`config.mk`:
```
export PLATFORM = sky130hd
export DESIGN_NAME = comparador_serial
export DESIGN_NICKNAME = d
export VERILOG_FILES = /design/src/rtl/comparador_serial.sv
export SDC_FILE = /design/constraint.sdc
export NUM_CORES = 1
export LEC_CHECK = 0
export CORE_MARGIN = 4
export CORE_UTILIZATION = 30
export DETAILED_ROUTE_END_ITERATION = 7
export PLACE_DENSITY = 0.51
export REMOVE_ABC_BUFFERS = 1
export SETUP_SLACK_MARGIN = 0.3
export SYNTH_ARGS = -nofsm -noshare
export SYNTH_HDL_FRONTEND = slang
export SYNTH_SLANG_ARGS = --single-unit
export TNS_END_PERCENT = 100
```
`constraint.sdc`:
```
create_clock -name clk -period 1.85 [get_ports clk]
set_input_delay 0.555 -clock clk [delete_from_list [all_inputs] [get_ports clk]]
set_output_delay 0.555 -clock clk [all_outputs]
set_load 0.05 [all_outputs]
```
`src/rtl/comparador_serial.sv`:
```
// comparador_serial: serial magnitude comparator, most-significant digit first.
//
// Compares two WIDTH-bit operands DIGIT bits per clock, starting at the top
// digit, and stops at the first digit that differs. A comparison of equal
// operands takes WIDTH/DIGIT cycles in BUSY. A differing digit ends it early.
//
// Parameters:
//   WIDTH  operand width in bits (must be an integer multiple of DIGIT)
//   DIGIT  bits compared per clock (1 <= DIGIT <= WIDTH)
//
// Ports:
//   clk    rising-edge clock
//   rst    synchronous active-high reset
//   start  request a comparison; only honoured while idle
//   a, b   operands, captured on the edge that accepts start
//   busy   high while digits are being compared
//   done   one-cycle pulse when the result flags become valid
//   aeqb   registered result A == B
//   agtb   registered result A >  B
//   altb   registered result A <  B
//
// Build option:
//   COMPARADOR_SERIAL_SIGNED_EN  when defined, operands are two's complement.
//   Otherwise they are unsigned.

module comparador_serial #(
  parameter int unsigned WIDTH = 16,
  parameter int unsigned DIGIT = 4
) (
  input  logic             clk,
  input  logic             rst,
  input  logic             start,
  input  logic [WIDTH-1:0] a,
  input  logic [WIDTH-1:0] b,
  output logic             busy,
  output logic             done,
  output logic             aeqb,
  output logic             agtb,
  output logic             altb
);

  localparam int unsigned NumDigits = WIDTH / DIGIT;
  localparam int unsigned CntW      = (NumDigits > 1) ? $clog2(NumDigits) : 1;
  localparam logic [CntW-1:0] LastDigit = CntW'(NumDigits - 1);

  typedef enum logic [1:0] {
    StIdle,
    StBusy,
    StDone
  } state_e;

  state_e           state_q;
  logic [WIDTH-1:0] sa_q;
  logic [WIDTH-1:0] sb_q;
  logic [CntW-1:0]  cnt_q;

  // Operand values as loaded into the shift registers.
  logic [WIDTH-1:0] a_cap;
  logic [WIDTH-1:0] b_cap;

`ifdef COMPARADOR_SERIAL_SIGNED_EN
  // Flipping the sign bit maps two's complement ordering onto unsigned
  // ordering, so the digit comparator below stays purely unsigned.
  localparam logic [WIDTH-1:0] MsbMask = WIDTH'(1) << (WIDTH - 1);

  assign a_cap = a ^ MsbMask;
  assign b_cap = b ^ MsbMask;
`else
  assign a_cap = a;
  assign b_cap = b;
`endif

  // Current digit under comparison: always the top DIGIT bits.
  logic [DIGIT-1:0] dig_a;
  logic [DIGIT-1:0] dig_b;

  assign dig_a = sa_q[WIDTH-1 -: DIGIT];
  assign dig_b = sb_q[WIDTH-1 -: DIGIT];

  always_ff @(posedge clk) begin
    if (rst) begin
      state_q <= StIdle;
      sa_q    <= '0;
      sb_q    <= '0;
      cnt_q   <= '0;
      busy    <= 1'b0;
      done    <= 1'b0;
      aeqb    <= 1'b0;
      agtb    <= 1'b0;
      altb    <= 1'b0;
    end else begin
      case (state_q)
        StIdle: begin
          done <= 1'b0;
          if (start) begin
            sa_q    <= a_cap;
            sb_q    <= b_cap;
            cnt_q   <= '0;
            aeqb    <= 1'b0;
            agtb    <= 1'b0;
            altb    <= 1'b0;
            busy    <= 1'b1;
            state_q <= StBusy;
          end
        end

        StBusy: begin
          if (dig_a != dig_b) begin
            // First differing digit decides the result; no need to look further.
            agtb    <= (dig_a > dig_b);
            altb    <= (dig_a < dig_b);
            busy    <= 1'b0;
            done    <= 1'b1;
            state_q <= StDone;
          end else if (cnt_q == LastDigit) begin
            aeqb    <= 1'b1;
            busy    <= 1'b0;
            done    <= 1'b1;
            state_q <= StDone;
          end else begin
            sa_q  <= sa_q << DIGIT;
            sb_q  <= sb_q << DIGIT;
            cnt_q <= cnt_q + CntW'(1);
          end
        end

        StDone: begin
          // Result flags hold here and through IDLE until the next start.
          done    <= 1'b0;
          state_q <= StIdle;
        end

        default: begin
          busy    <= 1'b0;
          done    <= 1'b0;
          state_q <= StIdle;
        end
      endcase
    end
  end

endmodule
```
==> flow_metrics.env <==
export IMPL_antenna_cells=0
export IMPL_critical_path_arrival_ns=1.90
export IMPL_crit_chain="inv_2, ha_4, nand4_4, o31ai_4, buf_6, buf_6, buf_16, nor2_4, a211oi_2"
export IMPL_dieArea_um2=8020
export IMPL_dieHeight_um=89.6
export IMPL_top_layer="met4"
export IMPL_die_x_um=89.6
export IMPL_finalWeightedCongestion=0.768
export IMPL_port_buffers=39
export IMPL_drc=0
export IMPL_wl_met2_mm=2.34
export IMPL_finClkSkew_ns=0.00369
export IMPL_muxShareOfSynthArea_pct=12.0
export IMPL_power_density_nw_per_um2=901
export IMPL_grt_pass1_wl_mm=8.09
export IMPL_synth_edf_count=0
export IMPL_setup_viol=0
export IMPL_yosysTopAreaCellShare_pct=41.1
export IMPL_async_flop_share_pct=0
export IMPL_slew_headroom_pct=76.1
export IMPL_syn_area_per_cell_um2=10.1
export IMPL_ys_top_cells_by_count="41 x dfxtp_1, 34 x nor2_1, 24 x a211oi_2, 24 x mux2i_1, 10 x nand2_1"
export IMPL_hold_viol=0
export IMPL_critPathSlowestCell="dfxtp_2"
export IMPL_ys_flop_type="dfxtp_1"
export IMPL_synth_top_family_by_area="compound AO/OA/AOI/OAI gates"
export IMPL_fillers=584
export IMPL_cts_tree="yes"
export IMPL_synth_simple_area_share_pct=15.0
export IMPL_comb_power_share_pct=41.8
export IMPL_cts_buffers=5
export IMPL_clock_sinks=41
export IMPL_clkPwrFrac_pct=20.2
export IMPL_crit_fanout=4
export IMPL_synth_top_area_cell="dfxtp_1"
export IMPL_synth_distinct_cells=28
export IMPL_dp_hpwl_mm=3.13
export IMPL_grt_overflow_total=0
export IMPL_globalRouteTotalUtil_pct=13.1
export IMPL_p_int_mw=1.93
export IMPL_p_sw_uw=904
export IMPL_cp_startpoint="sa_q[12]$_SDFFE_PP0P_"
export IMPL_power_mw=2.84
export IMPL_cts_root_buffer="clkbuf_8"
export IMPL_cts_max_level=2
export IMPL_start_util_pct=31.1
export IMPL_ant_nets=0
export IMPL_rsz0062_at_grt="true"
export IMPL_crit_required_ns=2.06
export IMPL_seqPwrFrac_pct=38.0
export IMPL_clkSlewWorstSetupHoldPaths_ns=0.08
export IMPL_fin_crit_ns=1.68
export IMPL_grt_pass1_vias=1714
export IMPL_synth_xor_area_share_pct=0
export IMPL_tightest_slew_ns=0.358
export IMPL_antenna_found_initial=0
export IMPL_syn_inst=198
export IMPL_wl_mm=5.01
export IMPL_outcome="finished, final reports clean"
export IMPL_critPathMaxStageDelay_ns=0.36
export IMPL_period_share_pct=91.0
export IMPL_core_um2=6420
export IMPL_yosys_top_cells_area="dfxtp_1 41%, a211oi_2 15%, mux2i_1 12%"
export IMPL_maxCapViolCount=0
export IMPL_area_delta_synth_final_pct=57.9
export IMPL_irDropWorstVdd_mv=0.460
export IMPL_num_rows=29
export IMPL_synth_most_common_cell="dfxtp_1"
export IMPL_via_count=1647
export IMPL_crit_path_start_kind="flop"
export IMPL_drive_gt1_share_pct=41.5
export IMPL_seq_area_frac_synth_pct=41.1
export IMPL_slew_violations=0
export IMPL_synth_fa_ha_area_share_pct=3.13
export IMPL_yosysWarnings=0
export IMPL_ctsHoldBuffers=0
export IMPL_drt_iter0_markers=49
export IMPL_instances_no_fill=349
export IMPL_wl_met1_mm=2.41
export IMPL_clkLatencyLatePin_ns=0.29
export IMPL_endpoint_kind="flop"
export IMPL_wl_met3_um=203
export IMPL_ys_ff_latch=41
export IMPL_dp_cells=313
export IMPL_fmax_mhz=594
export IMPL_power_leakage_nw=1.32
export IMPL_critPathKind="reg2reg"
export IMPL_switching_share_pct=31.8
export IMPL_firstDrtPassIters=4
export IMPL_grt_max_degree=29
export IMPL_clk_path_buf_depth=2
export IMPL_synthesis_area_um2=2000
export IMPL_crit_top_cell="buf_6"
export IMPL_nets=311
export IMPL_via_per_inst=4.72
export IMPL_hold_start="altb$_SDFFE_PP0P_"
export IMPL_rr_startpoint="sa_q[12]$_SDFFE_PP0P_"
export IMPL_hp_class="reg2reg"
export IMPL_synth_compound_area_share_pct=22.8
export IMPL_io_pins=40
export IMPL_wl_per_cell_um=14.3
cells by family (layout without fill, tap and decap cells):
family / count (synthesis) / in the layout
flops: 41 / 41
fa+ha+maj: 5 / 5
compound gates: 44 / 44
buf+inv: 20 / 94
mux: 24 / 24
simple gates: 64 / 64
power groups by stage:
stage	Combinational (mW)	Clock (mW)	Sequential (mW)
4_1_cts	1.09	0.592	1.07
3_3_place_gp	0.776	0	1.07
5_1_grt	1.29	0.637	1.09
3_5_place_dp	0.784	0	1.07
2_1_floorplan	0.455	0	1.09
6_report	1.19	0.573	1.08
final timing paths:
path / endpoint / slack (ns) / depth (start not counted)
setup / recovery: sb_q[15]$_SDFFE_PP0P_ / 0.17 / 9
hold / removal: altb$_SDFFE_PP0P_ / 0.48 / 2
setup reg to reg: sb_q[15]$_SDFFE_PP0P_ / 0.17 / 9
hold reg to reg: altb$_SDFFE_PP0P_ / 0.48 / 2
layout make-up:
type | instances | area, µm² | share of cell area, %
tap | 77 | 96.3 | 3.06
timing repair buffer | 82 | 915 | 29.0
multi-input combinational | 137 | 1220 | 38.7
clock buffer | 8 | 80.1 | 2.54
sequential | 41 | 826 | 26.2
inverter | 4 | 15.0 | 0.477
per-stage QoR:
stage | TNS, ns | utilization, % | instance area (µm²) | hold slack, ns | setup slack (ns)
final | 0 | 49.1 | 3150 | 0.480 | 0.166
after global routing | 0 | 49.1 | 3150 | 0.513 | 0.0518
after CTS | 0 | 47.0 | 3020 | 0.484 | 0.212
after detailed placement | -8.89 | 39.5 | 2540 | 0.473 | -0.316
after global placement | -8.58 | 39.5 | 2540 | 0.467 | -0.289
after floorplan | -23.18 | - | 1890 | 0.461 | -0.864
cell usage in the layout (no fill, tap or decap), types with 2 or more instances in the layout:
master,instances
nor3_1,3
a21oi_1,6
nand3_1,2
clkbuf_1,3
dfxtp_2,4
buf_6,18
nand2_1,10
nor2b_1,3
a211oi_2,24
nand3b_1,3
a2bb2oi_1,7
buf_12,6
inv_2,3
buf_4,20
clkdlybuf4s50_1,32
ha_4,4
nor2_1,19
nor2_4,6
nor2_2,9
clkbuf_8,5
mux2i_1,24
buf_16,3
nand2b_1,3
dfxtp_1,37
flip-flops by register name (all words and copies together), names as in the netlist:
register / flops
aeqb: 1
cnt_q: 2
altb: 1
done: 1
sb_q: 16
state_q: 2
sa_q: 16
busy: 1
agtb: 1
what timing repair did:
action,CTS,global route
pin swaps,19,12
endpoints found under the setup margin,37,36
gates resized for setup,38,25
cloned,3,1
setup buffers,22,2
layer usage:
| metal | vias to the layer above | GRT usage (%) |
|---|---|---|
| met4 | 0 | 3.25 |
| met1 | 769 | 17.3 |
| li1 | 850 | - |
| met2 | 23 | 20.8 |
| met5 | - | 0 |
| met3 | 5 | 3.96 |
critical path: cells and delay by family (launching register included):
kind / cells / cell delay [ns]
AO/OA/AOI/OAI: 2 / 0.39
buffers and inverters: 4 / 0.43
AND/OR/NAND/NOR: 2 / 0.15
flip-flops: 1 / 0.36
adder cells (fa/ha/maj): 1 / 0.26
(Power assumes the default switching activity.)
